$ cat src/rtl/branch_predictor_if.sv
// Fetch/execute port bundle of the branch predictor.
// Fetch: lookup_pc in; predict_taken/predict_target/pc_next out.
// Execute: upd_* and clear in; mispredict_cnt out.
interface branch_predictor_if #(
  parameter int CNT_W = 16
);
  logic [31:0]      lookup_pc;
  logic             predict_taken;
  logic [31:0]      predict_target;
  logic [31:0]      pc_next;
  logic             upd_en;
  logic [31:0]      upd_pc;
  logic             upd_taken;
  logic [31:0]      upd_target;
  logic             upd_pred_taken;
  logic [31:0]      upd_pred_target;
  logic             clear;
  logic [CNT_W-1:0] mispredict_cnt;

  modport master (
    output lookup_pc,
    input  predict_taken, predict_target,
    input  pc_next,
    output upd_en, upd_pc, upd_taken,
    output upd_target, upd_pred_taken,
    output upd_pred_target, clear,
    input  mispredict_cnt
  );

  modport slave (
    input  lookup_pc,
    output predict_taken, predict_target,
    output pc_next,
    input  upd_en, upd_pc, upd_taken,
    input  upd_target, upd_pred_taken,
    input  upd_pred_target, clear,
    output mispredict_cnt
  );
endinterface

$ cat src/rtl/branch_predictor.sv
// Direct-mapped BTB with saturating direction counters.
// Ports: CLK, nRST (async low), bp (slave side of branch_predictor_if).
module branch_predictor #(
  parameter int ENTRIES = 16,
  parameter int CTR_W   = 2,
  parameter int CNT_W   = 16
) (
  input logic CLK,
  input logic nRST,
  branch_predictor_if.slave bp
);
  localparam int IDX_W = $clog2(ENTRIES);
  localparam int TAG_W = 30 - IDX_W;

  typedef logic [IDX_W-1:0] idx_t;
  typedef logic [TAG_W-1:0] tag_t;
  typedef logic [CTR_W-1:0] ctr_t;

  localparam ctr_t CMAX = '1;
  // WT = MSB only, WN = all ones below MSB
  localparam ctr_t WN = CMAX >> 1;
  localparam ctr_t WT = CMAX ^ WN;

  logic [ENTRIES-1:0] valid_q;
  tag_t               tag_q [ENTRIES];
  logic [31:0]        tgt_q [ENTRIES];
  ctr_t               ctr_q [ENTRIES];
  logic [CNT_W-1:0]   cnt_q, cnt_d;

  idx_t        l_idx;
  tag_t        l_tag;
  logic        l_hit;
  logic        l_taken;
  logic [31:0] l_tgt;

  assign l_idx = bp.lookup_pc[IDX_W+1:2];
  assign l_tag = bp.lookup_pc[31:IDX_W+2];

  always_comb begin
    l_hit   = valid_q[l_idx]
            && (tag_q[l_idx] == l_tag);
    l_taken = l_hit && ctr_q[l_idx][CTR_W-1];
    l_tgt   = valid_q[l_idx] ? tgt_q[l_idx]
                             : 32'd0;
  end

  assign bp.predict_taken  = l_taken;
  assign bp.predict_target = l_tgt;
  assign bp.pc_next = l_taken ? l_tgt
                    : bp.lookup_pc + 32'd4;

  idx_t u_idx;
  tag_t u_tag;
  logic u_hit;
  ctr_t u_ctr, u_inc, u_dec;
  logic mispred;

  assign u_idx = bp.upd_pc[IDX_W+1:2];
  assign u_tag = bp.upd_pc[31:IDX_W+2];

  always_comb begin
    u_hit = valid_q[u_idx]
         && (tag_q[u_idx] == u_tag);
    u_ctr = ctr_q[u_idx];
    u_inc = (u_ctr == CMAX) ? u_ctr
          : u_ctr + ctr_t'(1);
    u_dec = (u_ctr == '0) ? u_ctr
          : u_ctr - ctr_t'(1);
  end

  // Wrong direction, or right "taken" to the wrong place.
  assign mispred =
    (bp.upd_taken != bp.upd_pred_taken)
    || (bp.upd_taken && bp.upd_pred_taken
        && (bp.upd_target != bp.upd_pred_target));

  always_comb begin
    cnt_d = cnt_q;
    if (bp.upd_en && mispred && (cnt_q != '1))
      cnt_d = cnt_q + CNT_W'(1);
  end

  assign bp.mispredict_cnt = cnt_q;

  always_ff @(posedge CLK or negedge nRST) begin
    if (!nRST) begin
      valid_q <= '0;
      cnt_q   <= '0;
      for (int i = 0; i < ENTRIES; i++) begin
        tag_q[i] <= '0;
        tgt_q[i] <= '0;
        ctr_q[i] <= WN;
      end
    end else begin
      cnt_q <= cnt_d;
      if (bp.clear) begin
        valid_q <= '0;
        for (int i = 0; i < ENTRIES; i++)
          ctr_q[i] <= WN;
      end else if (bp.upd_en) begin
        if (u_hit) begin
          if (bp.upd_taken) begin
            ctr_q[u_idx] <= u_inc;
            tgt_q[u_idx] <= bp.upd_target;
          end else begin
            ctr_q[u_idx] <= u_dec;
          end
        end else if (bp.upd_taken) begin
          valid_q[u_idx] <= 1'b1;
          tag_q[u_idx]   <= u_tag;
          tgt_q[u_idx]   <= bp.upd_target;
          ctr_q[u_idx]   <= WT;
        end
      end
    end
  end

  logic unused_pc_lsb;
  assign unused_pc_lsb = ^{bp.lookup_pc[1:0],
                           bp.upd_pc[1:0]};
endmodule

$ cat src/flat_wrapper.sv
// flat-port wrapper written by rule: the top's interface ports become plain ports
module branch_predictor_flat 
#(
  parameter int ENTRIES = 16,
  parameter int CTR_W   = 2,
  parameter int CNT_W   = 16
)
  (CLK, nRST, bp_lookup_pc, bp_predict_taken, bp_predict_target, bp_pc_next, bp_upd_en, bp_upd_pc, bp_upd_taken, bp_upd_target, bp_upd_pred_taken, bp_upd_pred_target, bp_clear, bp_mispredict_cnt);
  branch_predictor_if #(.CNT_W(CNT_W)) bp_i ();
  input logic CLK;
  input logic nRST;
  input wire logic [$bits(bp_i.lookup_pc)-1:0] bp_lookup_pc;
  output wire logic [$bits(bp_i.predict_taken)-1:0] bp_predict_taken;
  output wire logic [$bits(bp_i.predict_target)-1:0] bp_predict_target;
  output wire logic [$bits(bp_i.pc_next)-1:0] bp_pc_next;
  input wire logic [$bits(bp_i.upd_en)-1:0] bp_upd_en;
  input wire logic [$bits(bp_i.upd_pc)-1:0] bp_upd_pc;
  input wire logic [$bits(bp_i.upd_taken)-1:0] bp_upd_taken;
  input wire logic [$bits(bp_i.upd_target)-1:0] bp_upd_target;
  input wire logic [$bits(bp_i.upd_pred_taken)-1:0] bp_upd_pred_taken;
  input wire logic [$bits(bp_i.upd_pred_target)-1:0] bp_upd_pred_target;
  input wire logic [$bits(bp_i.clear)-1:0] bp_clear;
  output wire logic [$bits(bp_i.mispredict_cnt)-1:0] bp_mispredict_cnt;
  assign bp_i.lookup_pc = bp_lookup_pc;
  assign bp_predict_taken = bp_i.predict_taken;
  assign bp_predict_target = bp_i.predict_target;
  assign bp_pc_next = bp_i.pc_next;
  assign bp_i.upd_en = bp_upd_en;
  assign bp_i.upd_pc = bp_upd_pc;
  assign bp_i.upd_taken = bp_upd_taken;
  assign bp_i.upd_target = bp_upd_target;
  assign bp_i.upd_pred_taken = bp_upd_pred_taken;
  assign bp_i.upd_pred_target = bp_upd_pred_target;
  assign bp_i.clear = bp_clear;
  assign bp_mispredict_cnt = bp_i.mispredict_cnt;
  branch_predictor #(.ENTRIES(ENTRIES), .CTR_W(CTR_W), .CNT_W(CNT_W)) u_core (.CLK(CLK), .nRST(nRST), .bp(bp_i));
endmodule
$ cat config.mk
export PLATFORM = sky130hd
export DESIGN_NAME = branch_predictor_flat
export DESIGN_NICKNAME = d
export VERILOG_FILES = /design/src/rtl/branch_predictor_if.sv /design/src/rtl/branch_predictor.sv /design/src/flat_wrapper.sv
export SDC_FILE = /design/constraint.sdc
export NUM_CORES = 2
export LEC_CHECK = 0
export CAP_MARGIN = 20
export CORE_MARGIN = 3
export CORE_UTILIZATION = 60
export DETAILED_ROUTE_END_ITERATION = 10
export GPL_TIMING_DRIVEN = 0
export PLACE_DENSITY = 0.79
export SLEW_MARGIN = 20
export SYNTH_ARGS = -nofsm -noshare
export SYNTH_HDL_FRONTEND = slang
export SYNTH_SLANG_ARGS = --single-unit
$ cat constraint.sdc
create_clock -name CLK -period 11 [get_ports CLK]
set_clock_uncertainty 0.15 [all_clocks]
set_input_delay 1.1 -clock CLK [delete_from_list [all_inputs] [get_ports CLK]]
set_output_delay 1.1 -clock CLK [all_outputs]
set_load 0.03 [all_outputs]
# Yosys cells after proc, flatten, opt, wreduce, memory -nomap -nowiden
# Cells that the tools add are included.
[word_totals]
register_bits = 992
inputBits = 134
output_inout_bits = 81
[op_classes]
n_addsub = 4
magnitude_cmp = 6
n_eq_ne = 7
mux = 44
n_bitwise = 8
reduce_logical = 18
[op_table]
columns = ["operator", "count"]
rows = [
  ["$bwmux W512", 1],
  ["$bwmux W416", 1],
  ["$mux W32", 10],
  ["$bmux W26 S4", 2],
  ["$mux W26", 5],
  ["$bmux W32 S4", 1],
  ["$demux W32 S4", 1],
  ["$demux W26 S4", 1],
  ["$bwmux W32", 2],
  ["$mux W16", 4],
  ["$eq A26 B26 Y1", 2],
  ["$add A32 B3 Y32 const B", 1],
  ["$ne A32 B32 Y1", 1],
  ["$or A16 B16 Y16", 2],
  ["$add A16 B1 Y16 const B", 1],
  ["$and A16 B16 Y16", 1],
  ["$bmux W2 S4", 2],
  ["$ne A16 B16 Y1 const B", 1],
  ["$not A16 Y16", 1],
  ["$mux W2", 7],
  ["$ge A5 B5 Y1 const B", 2],
  ["$lt A4 B5 Y1 const B", 2],
  ["$not A4 Y5", 2],
  ["$logic_and A1 B1 Y1", 9],
  ["other kinds (19)", 25],
]

# Logic depth before layout (Yosys ltp)
[depth]
word_depth = 11
depth_mapped = 16

# Worst setup path before layout
# OpenSTA, ideal clock, no wires.
[synth_path]
path_type = "input to output"
start = "in bp_lookup_pc[2]"
end = "out bp_pc_next[10]"
arrival_ps = 4635
required_ps = 9750
slack_ps = 5115
path_stages = 13
n_path_buf = 6
cell_sequence = "buf_2 buf_2 buf_2 buf_2 mux4_2 a211oi_1 a21oi_1 xor2_1 nor4_1 nand4_1 buf_2 buf_2 a21oi_1"
[synth_via]
elab_chain_len = 8
word_cells_on_any_way = 18
[synth_lines]
columns = ["element", "line_no", "source"]
rows = [
  ["start: declaration", "flat_wrapper.sv:12", "input wire logic [$bits(bp_i.lookup_pc)-1:0] bp_lookup_pc;"],
  ["$not A4 Y5 (not written as such)", "branch_predictor.sv:41, branch_predictor.sv:42, branch_predictor.sv:43", ""],
  ["$bmux W26 S4", "branch_predictor.sv:41", "&& (tag_q[l_idx] == l_tag);"],
  ["$mux W26 (not written as such) (2 in series)", "branch_predictor.sv:41", ""],
  ["$eq A26 B26 Y1", "branch_predictor.sv:41", ""],
  ["$logic_and A1 B1 Y1", "branch_predictor.sv:41", ""],
  ["$logic_and A1 B1 Y1", "branch_predictor.sv:42", "l_taken = l_hit && ctr_q[l_idx][CTR_W-1];"],
  ["$mux W32 (*)", "branch_predictor.sv:49", "assign bp.pc_next = l_taken ? l_tgt"],
  ["end: declaration", "flat_wrapper.sv:15", "output wire logic [$bits(bp_i.pc_next)-1:0] bp_pc_next;"],
]
# Every way passes the cells marked *; elsewhere a longest branch is shown, timed or not. The select of a mux whose other input is x is not followed.

# Worst setup path after layout
[layout_path]
start = "in bp_lookup_pc[3]"
end = "out bp_pc_next[29]"
# The elaborated chain is that of the path after synthesis.

==> impl_metrics.tcl <==
set metrics [dict create \
    design_area_um2 59200 \
    drc 0 \
    grt_pass1_wl_um 251000 \
    synth-edff-count 0 \
    grt_pass1_vias 36100 \
    numCtsBuffers 104 \
    syn_avg_cell_area_um2 15.1 \
    async_flop_share_pct 100 \
    max_freq_ghz 0.106 \
    post_cts_resized 0 \
    total_leakage_power_nw 26.4 \
    syn-cell-area_um2 52100 \
    antenna_found_initial 13 \
    hold_viol 0 \
    vias 35100 \
    core_area_um2 85700 \
    instances_no_fill 4998 \
    clock-sinks 992 \
    start_util_pct 60.8 \
    dpl_cell_area_um2 55700 \
    irDropWorstVdd_mv 0.137 \
    status "completed" \
    path_max_fanout 10 \
    htree_levels 3 \
    hold_buffers 0 \
    gp_congestion 1.01 \
    dp.cells 4804 \
    final_core_util_pct 69.1 \
    layout_common_cells "dfrtp_1, mux2_2, mux4_2" \
    ant_nets 0 \
    min_path_type "input port to asynchronous set/reset pin" \
    power_mw 9.80 \
    dp_hpwl_um 118000 \
    yosysUniqueCellTypes 75 \
    synthFlopType "dfrtp_1" \
    cpMaxStageDelayCell "clkbuf_1" \
    syn_to_final_growth_pct 13.7 \
    grt_max_degree 147 \
    io-pin-count 215 \
    via_per_inst 7.02 \
    rows 107 \
    synth_nets 3595 \
    seq_area_um2 24800 \
    grt.total_usage_pct 38.5 \
    syn_inst 3458 \
    worst_path_most_repeated_cell "buf_2" \
    wl_per_cell_um 34.6 \
    yosys_warnings 0 \
    setup-tns-final_ns 0 \
    cts_root_buffer "clkbuf_16" \
    wl_um 173000 \
    fin_crit_sh_pct 85.4 \
    nFillCells 5913 \
    path_cells "clkdlybuf4s50_1 -> buf_2 -> buf_1 -> clkbuf_1 -> buf_1 -> mux4_2 -> mux2i_1 -> a21oi_1 -> xor2_1 -> nor4_1 -> nand4_1 -> buf_2 -> buf_2 -> a21oi_1 -> clkdlybuf4s50_1" \
    layout.nets 3905 \
    die_y_um 301 \
    slowest_delay_ns 0.89 \
    die_x_um 301 \
    cts_tree "built" \
    grt-ovfl-total 0 \
    finalMaxSlewViolations 0 \
    clk_path_buf_depth 3 \
    cp.arrival_ns 8.14 \
    p_per_area_nw_per_um2 165 \
    postCtsSetupBuffers 0 \
    dr.pass1.iters 5 \
    rsz0062_at_grt "false" \
    cp_top_family "buffers and inverters" \
    drtIter0Drc 4320 \
    max_cap_viol_count 0 \
    clk_latency_ns 0.71 \
    final_common_cell "dfrtp_1" \
    slew_headroom_pct 17.4 \
    multiInputGateArea_um2 25500 \
    drive_gt1_share_pct 43.5 \
    crit_buf_inv 8 \
    dieArea_um2 90400 \
    io_buffers 193 \
    worstMarginPinSlew_ns 1.24 \
    finalSetupViolations 0 \
    end_kind "output pin" \
    worstPathRequired_ns 9.75 \
    clkSlewWorstSetupHoldPaths_ns 0.06 \
    critical_path_class "input port to output pin" \
    synth-seq-area-share_pct 47.7 \
    startpoint_type "input port" \
    ys_ff_latch 992 \
    min_period_ns 9.39 \
]
## synthesized netlist by cell type, drive strengths merged (5+ instances only)
cell    count  share of area [%]
a22o        6               0.10
mux2i      74                1.4
a22oi      22               0.32
nor2b      34               0.41
nor4        9               0.11
o31ai      11               0.16
inv        20               0.14
mux4      374                 16
nand3      36               0.35
a21oi      46               0.44
a221o      16               0.31
o211ai     11               0.16
nand2      73               0.53
nor3       22               0.21
o22ai      21               0.25
dfstp      16               0.81
nor2       87               0.63
nand2b      6              0.072
a221oi      5              0.096
a211oi      9               0.14
xor2       39               0.66
clkbuf    157                1.1
a211o      19               0.32
o21ai      13               0.12
mux2      957                 22
a21o       18               0.26
and2       42               0.53
and3        8              0.096
dfrtp     976                 47
nand4      25               0.30
buf       162                2.1
xnor2      86                1.4
and4        5              0.084
## routing by layer
metal | track usage [%] | share of wire, % | up-vias
met5 | 0 | 0.063 | -
met3 | 11.1 | 11 | 659
met4 | 24.3 | 7.9 | 16
met1 | 49.6 | 36 | 18500
met2 | 57.9 | 45 | 2291
li1 | - | - | 13700
## layout make-up
| type | instances | area share [%] |
|---|---|---|
| Antenna cell | 3 | 0.0127 |
| Sequential cell | 992 | 42.0 |
| Timing Repair Buffer | 204 | 3.73 |
| Tap cell | 1144 | 2.42 |
| Buffer | 319 | 2.89 |
| Inverter | 23 | 0.146 |
| Multi-Input combinational cell | 2124 | 43.0 |
| Clock inverter | 30 | 0.503 |
| Clock buffer | 159 | 5.37 |
## power by group
part / internal [mW] / switching [mW] / leakage, nW
logic: 0.947 / 0.806 / 11.5
registers: 4.12 / 0.323 / 13.1
clock network: 2.06 / 1.54 / 1.73
total: 7.13 / 2.67 / 26.4
## flip-flops by register name (all words and copies together), names as in the netlist
name / flops
u_core.ctr_q: 32
u_core.tag_q: 416
u_core.bp.mispredict_cnt: 16
u_core.tgt_q: 512
u_core.valid_q: 16
## path summary, 6_finish.rpt
kind                                                          startpoint                                       end  slack [ns]  depth (start not counted)
min in group CLK                u_core.bp.mispredict_cnt[14]$_DFFE_PN0P_  u_core.bp.mispredict_cnt[14]$_DFFE_PN0P_        0.35                          1
worst max-delay path                                     bp_lookup_pc[3]                            bp_pc_next[29]        1.61                         15
worst min-delay path                                                nRST             u_core.tag_q[143]$_DFFE_PN0P_        0.29                          2
max in group asynchronous                                           nRST             u_core.tgt_q[167]$_DFFE_PN0P_        8.68                          4
worst max register to register             u_core.tag_q[136]$_DFFE_PN0P_             u_core.tag_q[320]$_DFFE_PN0P_        6.70                         11
worst min register to register  u_core.bp.mispredict_cnt[14]$_DFFE_PN0P_  u_core.bp.mispredict_cnt[14]$_DFFE_PN0P_        0.35                          1
## worst register-to-register path, cell delays in order, from the launching register on
cell,delay [ns]
dfrtp_1,0.41
mux4_2,0.47
mux2i_1,0.32
o32ai_1,0.18
a211o_1,0.35
a2111oi_2,0.38
nand3_1,0.28
or3_4,0.54
nor2b_1,0.15
buf_2,0.26
buf_2,0.36
mux2_2,0.35
## through the flow
step | hold slack, ns | setup WS (ns)
CTS | 0.344 | 1.90
finish | 0.290 | 1.61
detailed placement | 0.332 | 1.94
global route | 0.356 | 1.70
floorplan | 0.311 | 5.11
global placement | 0.323 | -36.29
## logic make-up after synthesis
logic type,Yosys count,synth area share [%]
mux,1405,39.9
xor+xnor,125,2.10
fa+ha+maj,5,0.111
simple gates,363,3.55
flops,992,47.7
compound gates,226,3.19
buf+inv,342,3.42
Power figures use the tool's default switching activity.
